<file path="src/rtl/cpu_bus_pkg.sv">
// cpu_bus_pkg
// Shared types and helpers for the CPU pin bus bridge.
//   bus_state_t      : bridge FSM state encoding
//   num_addr_beats() : byte beats needed to carry an address of the given width
//   num_data_beats() : byte beats needed to carry a data word of the given width
//   UIO_*            : bit positions for packing the bus strobes into uio_out
package cpu_bus_pkg;

    typedef enum logic [2:0] {
        ST_IDLE  = 3'd0,
        ST_ADDR  = 3'd1,
        ST_WDATA = 3'd2,
        ST_RDATA = 3'd3,
        ST_DONE  = 3'd4
    } bus_state_t;

    function automatic int num_addr_beats(input int aw);
        return (aw + 7) / 8;
    endfunction

    function automatic int num_data_beats(input int dw);
        return dw / 8;
    endfunction

    // uio_out layout used by the tt_um wrapper
    localparam int UIO_ALE_BIT  = 0;
    localparam int UIO_WR_BIT   = 1;
    localparam int UIO_RD_BIT   = 2;
    localparam int UIO_BEAT_LSB = 3;
    localparam int UIO_BEAT_W   = 3;

endpackage

</file>
<file path="src/rtl/cpu_pin_bus_bridge_timer.sv">
// bus_beat_timer
// Beat index counter plus the data-beat timeout down-counter.
//   beat_clr   : zero the beat index and reload the timeout
//   beat_adv   : step the beat index and reload the timeout
//   tmo_run    : a data beat is waiting for its acknowledge this cycle
//   beat       : current beat index (registered)
//   beat_nxt   : beat index after this edge, used to pre-compute registered outputs
//   tmo_expire : the waiting beat has used up its TIMEOUT cycles (never when TIMEOUT = 0)
module bus_beat_timer #(
    parameter int TIMEOUT = 15
) (
    input  logic       clk,
    input  logic       rst_n,
    input  logic       beat_clr,
    input  logic       beat_adv,
    input  logic       tmo_run,
    output logic [2:0] beat,
    output logic [2:0] beat_nxt,
    output logic       tmo_expire
);

    // Loading TIMEOUT-1 and expiring on zero makes the strobe stay high
    // for exactly TIMEOUT cycles before the abort edge.
    localparam logic [7:0] TMO_LOAD = (TIMEOUT > 0) ? 8'(TIMEOUT - 1) : 8'd0;
    localparam bit         TMO_EN   = (TIMEOUT > 0);

    logic [2:0] beat_q, beat_d;
    logic [7:0] tmo_q, tmo_d;

    always_comb begin
        beat_d = beat_q;
        tmo_d  = tmo_q;
        if (beat_clr) begin
            beat_d = 3'd0;
            tmo_d  = TMO_LOAD;
        end else if (beat_adv) begin
            beat_d = beat_q + 3'd1;
            tmo_d  = TMO_LOAD;
        end else if (tmo_run && (tmo_q != 8'd0)) begin
            tmo_d = tmo_q - 8'd1;
        end
    end

    always_ff @(posedge clk or negedge rst_n) begin
        if (!rst_n) begin
            beat_q <= 3'd0;
            tmo_q  <= 8'd0;
        end else begin
            beat_q <= beat_d;
            tmo_q  <= tmo_d;
        end
    end

    assign beat       = beat_q;
    assign beat_nxt   = beat_d;
    assign tmo_expire = TMO_EN && tmo_run && (tmo_q == 8'd0);

endmodule

</file>
<file path="src/rtl/cpu_pin_bus_bridge.sv">
// cpu_pin_bus_bridge
// Serialises CPU memory accesses onto the 8-bit pad bus: address bytes first
// (one cycle each, bus_ale), then data bytes (bus_wr / bus_rd), each data byte
// closed by ext_ack or aborted by the beat timeout.
//
// state | meaning
// ------+------------------------------------------------------------
// IDLE  | waiting for cpu_req; latches address, data and direction
// ADDR  | one address byte per cycle, LSB first
// WDATA | write byte on bus_out, waiting for ext_ack per byte
// RDATA | read strobe, bus_in captured on each ext_ack
// DONE  | one-cycle cpu_ready with cpu_rdata / cpu_err valid
//
// Ports:
//   clk, rst_n                 : clock, async active-low reset
//   cpu_req/write/addr/wdata   : CPU access request (held until cpu_ready)
//   cpu_rdata/ready/err        : completion pulse, read data, timeout flag
//   busy                       : access in progress (accept through DONE)
//   bus_out/bus_in             : pad data out / in
//   bus_ale/bus_wr/bus_rd      : address / write / read beat strobes
//   bus_beat                   : byte index within the current phase
//   ext_ack                    : external device completes a data beat
module cpu_pin_bus_bridge
    import cpu_bus_pkg::*;
#(
    parameter int AW      = 16,
    parameter int DW      = 8,
    parameter int TIMEOUT = 15
) (
    input  logic          clk,
    input  logic          rst_n,
    input  logic          cpu_req,
    input  logic          cpu_write,
    input  logic [AW-1:0] cpu_addr,
    input  logic [DW-1:0] cpu_wdata,
    output logic [DW-1:0] cpu_rdata,
    output logic          cpu_ready,
    output logic          cpu_err,
    output logic          busy,
    output logic [7:0]    bus_out,
    input  logic [7:0]    bus_in,
    output logic          bus_ale,
    output logic          bus_wr,
    output logic          bus_rd,
    output logic [2:0]    bus_beat,
    input  logic          ext_ack
);

    localparam int         NA     = num_addr_beats(AW);
    localparam int         NB     = num_data_beats(DW);
    localparam logic [2:0] LAST_A = 3'(NA - 1);
    localparam logic [2:0] LAST_D = 3'(NB - 1);

    bus_state_t    state_q, state_d;
    logic [AW-1:0] addr_q, addr_d;
    logic [DW-1:0] wdata_q, wdata_d;
    logic          write_q, write_d;
    logic          err_q, err_d;
    logic [DW-1:0] rbuf_q, rbuf_d;
    logic [DW-1:0] rdata_q, rdata_d;

    logic          ready_q, ready_d;
    logic          busy_q, busy_d;
    logic [7:0]    bus_out_q, bus_out_d;
    logic          ale_q, ale_d;
    logic          wr_q, wr_d;
    logic          rd_q, rd_d;
    logic [2:0]    beat_o_q, beat_o_d;

    logic [2:0]    beat_q, beat_nxt;
    logic          tmo_expire;
    logic          beat_clr, beat_adv, tmo_run;
    logic          in_data, last_a, last_d;
    logic [NA*8-1:0] addr_pad;

    assign in_data = (state_q == ST_WDATA) || (state_q == ST_RDATA);
    assign last_a  = (beat_q == LAST_A);
    assign last_d  = (beat_q == LAST_D);

    // Timer controls are plain decodes of the current state so the FSM and
    // output logic can consume the timer's next-beat value without a loop.
    assign beat_clr = ((state_q == ST_IDLE) && cpu_req) || ((state_q == ST_ADDR) && last_a);
    assign beat_adv = ((state_q == ST_ADDR) && !last_a) || (in_data && ext_ack && !last_d);
    assign tmo_run  = in_data && !ext_ack;

    bus_beat_timer #(
        .TIMEOUT (TIMEOUT)
    ) u_timer (
        .clk        (clk),
        .rst_n      (rst_n),
        .beat_clr   (beat_clr),
        .beat_adv   (beat_adv),
        .tmo_run    (tmo_run),
        .beat       (beat_q),
        .beat_nxt   (beat_nxt),
        .tmo_expire (tmo_expire)
    );

    always_comb begin
        state_d = state_q;
        addr_d  = addr_q;
        wdata_d = wdata_q;
        write_d = write_q;
        err_d   = err_q;
        rbuf_d  = rbuf_q;
        rdata_d = rdata_q;
        case (state_q)
            ST_IDLE: begin
                if (cpu_req) begin
                    addr_d  = cpu_addr;
                    wdata_d = cpu_wdata;
                    write_d = cpu_write;
                    err_d   = 1'b0;
                    state_d = ST_ADDR;
                end
            end
            ST_ADDR: begin
                if (last_a) begin
                    state_d = write_q ? ST_WDATA : ST_RDATA;
                end
            end
            ST_WDATA, ST_RDATA: begin
                // ack is checked first so it wins over a same-edge expiry
                if (ext_ack) begin
                    if (state_q == ST_RDATA) begin
                        for (int i = 0; i < NB; i++) begin
                            if (beat_q == 3'(i)) begin
                                rbuf_d[i*8 +: 8] = bus_in;
                            end
                        end
                    end
                    if (last_d) begin
                        state_d = ST_DONE;
                        if (state_q == ST_RDATA) begin
                            rdata_d = rbuf_d;
                        end
                    end
                end else if (tmo_expire) begin
                    state_d = ST_DONE;
                    err_d   = 1'b1;
                    rdata_d = '0;
                end
            end
            ST_DONE: begin
                state_d = ST_IDLE;
            end
            default: begin
                state_d = ST_IDLE;
            end
        endcase
    end

    // Outputs are registered, so they are computed from the next state and
    // next beat index; the pads then change on the same edge as the state.
    always_comb begin
        ale_d    = (state_d == ST_ADDR);
        wr_d     = (state_d == ST_WDATA);
        rd_d     = (state_d == ST_RDATA);
        busy_d   = (state_d != ST_IDLE);
        ready_d  = (state_d == ST_DONE);
        beat_o_d = (ale_d || wr_d || rd_d) ? beat_nxt : 3'd0;

        addr_pad           = '0;
        addr_pad[AW-1:0]   = addr_d;

        bus_out_d = 8'd0;
        if (ale_d) begin
            for (int i = 0; i < NA; i++) begin
                if (beat_nxt == 3'(i)) begin
                    bus_out_d = addr_pad[i*8 +: 8];
                end
            end
        end else if (wr_d) begin
            for (int i = 0; i < NB; i++) begin
                if (beat_nxt == 3'(i)) begin
                    bus_out_d = wdata_d[i*8 +: 8];
                end
            end
        end
    end

    always_ff @(posedge clk or negedge rst_n) begin
        if (!rst_n) begin
            state_q   <= ST_IDLE;
            addr_q    <= '0;
            wdata_q   <= '0;
            write_q   <= 1'b0;
            err_q     <= 1'b0;
            rbuf_q    <= '0;
            rdata_q   <= '0;
            ready_q   <= 1'b0;
            busy_q    <= 1'b0;
            bus_out_q <= 8'd0;
            ale_q     <= 1'b0;
            wr_q      <= 1'b0;
            rd_q      <= 1'b0;
            beat_o_q  <= 3'd0;
        end else begin
            state_q   <= state_d;
            addr_q    <= addr_d;
            wdata_q   <= wdata_d;
            write_q   <= write_d;
            err_q     <= err_d;
            rbuf_q    <= rbuf_d;
            rdata_q   <= rdata_d;
            ready_q   <= ready_d;
            busy_q    <= busy_d;
            bus_out_q <= bus_out_d;
            ale_q     <= ale_d;
            wr_q      <= wr_d;
            rd_q      <= rd_d;
            beat_o_q  <= beat_o_d;
        end
    end

    assign cpu_rdata = rdata_q;
    assign cpu_ready = ready_q;
    assign cpu_err   = err_q;
    assign busy      = busy_q;
    assign bus_out   = bus_out_q;
    assign bus_ale   = ale_q;
    assign bus_wr    = wr_q;
    assign bus_rd    = rd_q;
    assign bus_beat  = beat_o_q;

endmodule

</file>
<file path="config.mk">
export PLATFORM = sky130hd
export DESIGN_NAME = cpu_pin_bus_bridge
export DESIGN_NICKNAME = d
export VERILOG_FILES = /design/src/rtl/cpu_bus_pkg.sv /design/src/rtl/cpu_pin_bus_bridge_timer.sv /design/src/rtl/cpu_pin_bus_bridge.sv
export SDC_FILE = /design/constraint.sdc
export NUM_CORES = 1
export LEC_CHECK = 0
export CAP_MARGIN = 20
export CORE_MARGIN = 2
export CORE_UTILIZATION = 30
export DETAILED_ROUTE_END_ITERATION = 12
export HOLD_SLACK_MARGIN = 0.12
export PLACE_DENSITY_LB_ADDON = 0.2
export RECOVER_POWER = 100
export SYNTH_ARGS = -nofsm -noshare
export SYNTH_HDL_FRONTEND = slang
export SYNTH_SLANG_ARGS = --single-unit
export TNS_END_PERCENT = 5
</file>
<file path="constraint.sdc">
create_clock -name clk -period 6.7 [get_ports clk]
set_input_delay 0.67 -clock clk [delete_from_list [all_inputs] [get_ports clk]]
set_output_delay 0.67 -clock clk [all_outputs]
set_load 0.02 [all_outputs]
</file>
Word level (Yosys, flattened, before mapping)

Index checks and enable logic that the tools add are counted.

Input bits: 37
Logic and storage cells: 94
Bits in registers: 72

Reduce and logical (&&, ||, !) cells: 30
Add/sub/neg operators: 2
Multiplexer cells: 32
Equality and inequality tests: 14

Operator list:

| kind                | count |
|---|---|
| $mux 8              | 16 |
| $mux 16             | 2 |
| $mux 3              | 8 |
| $eq 3x1->1 const B  | 4 |
| $eq 3x2->1 const B  | 4 |
| $logic_not 3->1     | 3 |
| $pmux 3 s3          | 1 |
| $logic_and 1x1->1   | 8 |
| $logic_not 8->1     | 1 |
| $reduce_and 4->1    | 2 |
| $reduce_bool 8->1   | 1 |
| $sub 8x1->8 const B | 1 |
| $ne 2x2->1 const B  | 3 |
| $reduce_bool 3->1   | 2 |
| $logic_or 1x1->1    | 5 |
| $mux 1              | 4 |
| $ne 2x1->1 const B  | 2 |
| $reduce_and 2->1    | 2 |
| $reduce_bool 2->1   | 2 |
| $add 3x1->3 const B | 1 |
| $eq 3x3->1 const B  | 1 |
| $logic_not 1->1     | 3 |
| $pmux 1 s2          | 1 |
| $reduce_or 2->1     | 1 |

Depth between registers and ports, before layout

Depth in word-level cells: 11
Depth in mapped cells: 9
Gate-level depth less buffers: 8

By module

From an unflattened synthesis, not the netlist that was laid out.

Cell total of the unflattened synthesis: 219
Area total of the unflattened synthesis: 2,849.0 sq um

Modules (own cells, without submodules):

| module             | cells each | area an instance (sq um) | seq. area each (sq um) | times used |
|---|---|---|---|---|
| cpu_pin_bus_bridge | 160        | 2,255.9                  | 1,326.3                | 1 |
| bus_beat_timer     | 59         | 593.1                    | 275.3                  | 1 |

Least setup slack after synthesis

Ideal clock, no wire load.

Kind: input to register
Start: in cpu_req
End: reg bus_out_q[7], in the netlist bus_out[7]
Slack: 4.265 ns
Arrival time: 2.302 ns
Required time: 6.567 ns
Stages on the path: 6
Cells stage by stage: nand2b_1 > nor3_1 > buf_2 > mux2_2 > mux2i_1 > o22ai_4

RTL lines:

| item                 | RTL line                  | text |
|---|---|---|
| start, declared      | cpu_pin_bus_bridge.sv:32  | `input logic cpu_req,` |
| $mux 16              | cpu_pin_bus_bridge.sv:109 | `if (cpu_req) begin` |
| $mux 16              | cpu_pin_bus_bridge.sv:107 | `case (state_q)` |
| via addr_d[7]        | cpu_pin_bus_bridge.sv:55  | `logic [AW-1:0] addr_q, addr_d;` |
| $mux 8 (2 in a row)  | cpu_pin_bus_bridge.sv:169 | `if (beat_nxt == 3'(i)) begin` |
| $mux 8               | cpu_pin_bus_bridge.sv:167 | `if (ale_d) begin` |
| via bus_out_d[7]     | cpu_pin_bus_bridge.sv:64  | `logic [7:0] bus_out_q, bus_out_d;` |
| end signal, assigned | cpu_pin_bus_bridge.sv:208 | `bus_out_q <= bus_out_d;` |
| end, declared        | cpu_pin_bus_bridge.sv:64  |  |

The timed path passes the listed nets, and every way through them passes these cells.
A chain may end at the register's enable or synchronous reset.

==> impl_metrics.py <==
metrics = {
    "outcome": {
        "status": "finished, violations left",
        "violations": "max-capacitance violations, max-slew violations",
    },
    "min_path": {
        "min_path_cells": 1,
        "hold_path_class": "register to register",
    },
    "timing": {
        "period_needed_ns": 3.57,
        "hold_viol_final": 0,
        "worst_slew_pin_slew_ns": 3.45,
        "timing.fmax_ghz": 0.280,
        "tns_ns": 0,
        "drv_slew": 92,
        "rsz0062_at_grt": "no",
        "whs_ns": 0.487,
        "fin_crit_sh_pct": 53.3,
        "setup_viol": 0,
        "slew_headroom_pct": -130,
        "clock_skew_ns": 0.00651,
        "setup_ws_ns": 3.13,
    },
    "clocking": {
        "path_clk_slew_ns": 0.07,
        "cts_max_path_buffers": 2,
        "cts-root-buf": "clkbuf_8",
        "ctsHoldBuffers": 0,
        "cts.sink_count": 64,
        "cts_resized": 0,
        "h-tree-depth": 3,
        "cts_tree": "yes",
        "clk_latency_ns": 0.34,
        "cts_setup_buffers": 0,
        "numCtsBuffers": 9,
    },
    "global_routing": {
        "grt_max_degree": 65,
        "overflow": 0,
        "grt_first_pass_wirelength_mm": 9.75,
        "grt_usage_pct": 12.8,
        "antenna_found_initial": 0,
        "grt_pass1_vias": 1921,
    },
    "synthesis": {
        "ys_ff_latch": 64,
        "syn_area_um2": 2790,
        "ys_top_cells_by_area": "dfrtp_1 (57%), mux2_2 (6.9%), mux2i_1 (6.1%)",
        "yosysSeqAreaShare_pct": 57.4,
        "yosysTopAreaCell": "dfrtp_1",
        "synth_cells": 214,
        "synth_flop_cell": "dfrtp_1",
        "synth_top_area_share_pct": 57.4,
        "async_flop_share_pct": 100,
        "synth_area_per_cell_um2": 13.0,
        "syn_nets": 256,
        "ys_warn_count": 0,
        "synth_cell_types": 48,
        "synth_edf_count": 0,
    },
    "placed_design": {
        "dp_hpwl_mm": 4.01,
        "gp_congestion": 0.783,
        "placed_cells": 383,
        "dp_slack_ns": 3.48,
        "port_buffers": 61,
    },
    "route": {
        "wl_mm": 5.93,
        "wire_per_inst_um": 14.9,
        "drc": 0,
        "vias": 1827,
        "ant_nets": 0,
        "vias_per_cell": 4.59,
        "drtIter0Drc": 71,
        "drt_pass1_iterations": 4,
    },
    "power": {
        "power_frac_clock_pct": 18.7,
        "switching_power_uw": 649,
        "leakagePower_uw": 0.00163,
        "switching_share_pct": 37.6,
        "comb_power_share_pct": 46.2,
        "p_per_area_nw_per_um2": 470,
        "internal_power_uw": 1080,
        "peakVddDrop_mv": 0.196,
        "seqPwrFrac_pct": 35.1,
    },
    "cells_and_area": {
        "area_growth_pct": 31.6,
        "layout.cells.non_filler": 398,
        "diodes": 0,
        "nFillCells": 902,
        "nets": 325,
        "drive_gt1_share_pct": 12.2,
    },
    "die": {
        "core-area_um2": 9150,
        "start_util_pct": 30.5,
        "die_h_um": 100,
        "design.die.area_um2": 10100,
        "ios": 62,
        "rows": 35,
        "die_w_um": 100,
    },
    "flow_run": {
        "cap_violations": 2,
    },
    "worst_setup_path": {
        "critPathCaptureType": "asynchronous set/reset pin",
        "critPathArrivalTime_ns": 3.23,
        "path_delay_family": "buffers and inverters",
        "crit_buf_inv": 2,
        "crit_path_max_fanout": 64,
        "cp_cell_sequence": "buf_2, clkbuf_1",
        "worstSetupPathDepth": 2,
        "cpMaxStageDelayCell": "clkbuf_1",
        "critPathKind": "input port to asynchronous set/reset pin",
        "start_kind": "input port",
        "worst-r2r-cell-count": 8,
        "required_ns": 6.36,
        "max_stage_delay_ns": 2.39,
    },
}
logic make-up after synthesis:
logic type	share of synthesized area, %
compound gates	11.7
xor+xnor	1.88
fa+ha+maj	2.24
buf+inv	3.32
flops	57.4
mux	13.0
simple gates	10.5
power groups by stage:
stage	Combinational, uW	Clock, uW	Sequential (uW)
after floorplan	536	0	668
after global placement	841	0	617
after detailed placement	846	0	616
after CTS	850	334	612
after global routing	890	351	625
final	798	322	605
area by class of cell:
cell class | count | area [um^2] | share of cell area [%]
flip-flops and latches | 64 | 1600 | 43.6
repair buffers | 63 | 613 | 16.7
inverters | 15 | 56.3 | 1.53
well taps | 111 | 139 | 3.78
clock inverters | 4 | 45.0 | 1.23
clock buffers | 11 | 141 | 3.85
multi-input cells | 130 | 1080 | 29.3
worst reg2reg max path, cell delays in order, from the launching register on:
cell     delay [ns]
dfrtp_1        0.40
inv_1          0.10
ha_1           0.17
or2b_1         0.26
a32oi_1        0.34
xnor2_1        0.13
nor2_1         0.83
or4b_1         0.58
o22ai_2        0.15
synthesized netlist by cell type (all sizes together), types with 3 or more instances:
| cell | count |
|---|---|
| a21boi | 3 |
| a22o | 8 |
| a32oi | 3 |
| buf | 3 |
| dfrtp | 64 |
| ha | 5 |
| inv | 15 |
| mux2 | 17 |
| mux2i | 17 |
| nand2 | 3 |
| nand2b | 4 |
| nand3 | 3 |
| nor2 | 17 |
| nor3 | 6 |
| o21ai | 4 |
| o22ai | 8 |
| xnor2 | 4 |
sequential cells by signal (all words and copies together), names as in the netlist:
name,flops
addr_q,16
bus_ale,1
bus_beat,3
bus_out,8
bus_rd,1
bus_wr,1
busy,1
cpu_err,1
cpu_rdata,8
cpu_ready,1
state_q,3
u_timer.beat,3
u_timer.tmo_q,8
wdata_q,8
write_q,1
placed cells by master (no fill, tap or decap), drive strengths merged, types with 2 or more instances in the layout:
cell           instances
mux2                  17
clkdlybuf4s50         33
clkbuf                13
nand2b                 4
dfrtp                 64
a21boi                 3
a32oi                  3
nor3                   6
xnor2                  4
o31ai                  2
nor4                   2
a21oi                  2
inv                   15
a22o                   8
nor2                  17
xor2                   2
nand3                  3
nand2                  3
or3                    2
o21ai                  4
dlygate4sd3           27
clkinv                 3
mux2i                 17
ha                     5
o22ai                  8
nand3b                 2
or2b                   2
nor3b                  2
worst paths after layout:
kind,startpoint,to,slack [ns]
worst max-delay path,rst_n,u_timer.beat[1],3.13
worst min-delay path,addr_q[14],addr_q[14],0.49
worst max register to register,u_timer.beat[0],bus_out[6],3.61
worst min register to register,addr_q[14],addr_q[14],0.49
max in group clk,cpu_req,bus_out[7],3.38
min in group asynchronous,rst_n,wdata_q[5],1.58
layer usage:
layer / vias to the layer above / share of wire, % / track usage, % / wire length, um
met1: 875 / 47 / 17.1 / 2780
met3: 7 / 4.9 / 3.95 / 291
li1: 901 / - / - / -
met2: 44 / 47 / 19.4 / 2760
met5: - / 0 / 0 / 0
met4: 0 / 1.5 / 5.37 / 89
metrics by stage:
step                instance area, um^2  utilization, %  total power [uW]
floorplan                          2790               -              1200
global placement                   3520            38.5              1460
detailed placement                 3520            38.5              1460
CTS                                3710            40.5              1800
global route                       3670            40.1              1870
finish                             3670            40.1              1720
Power figures use the tool's default switching activity.
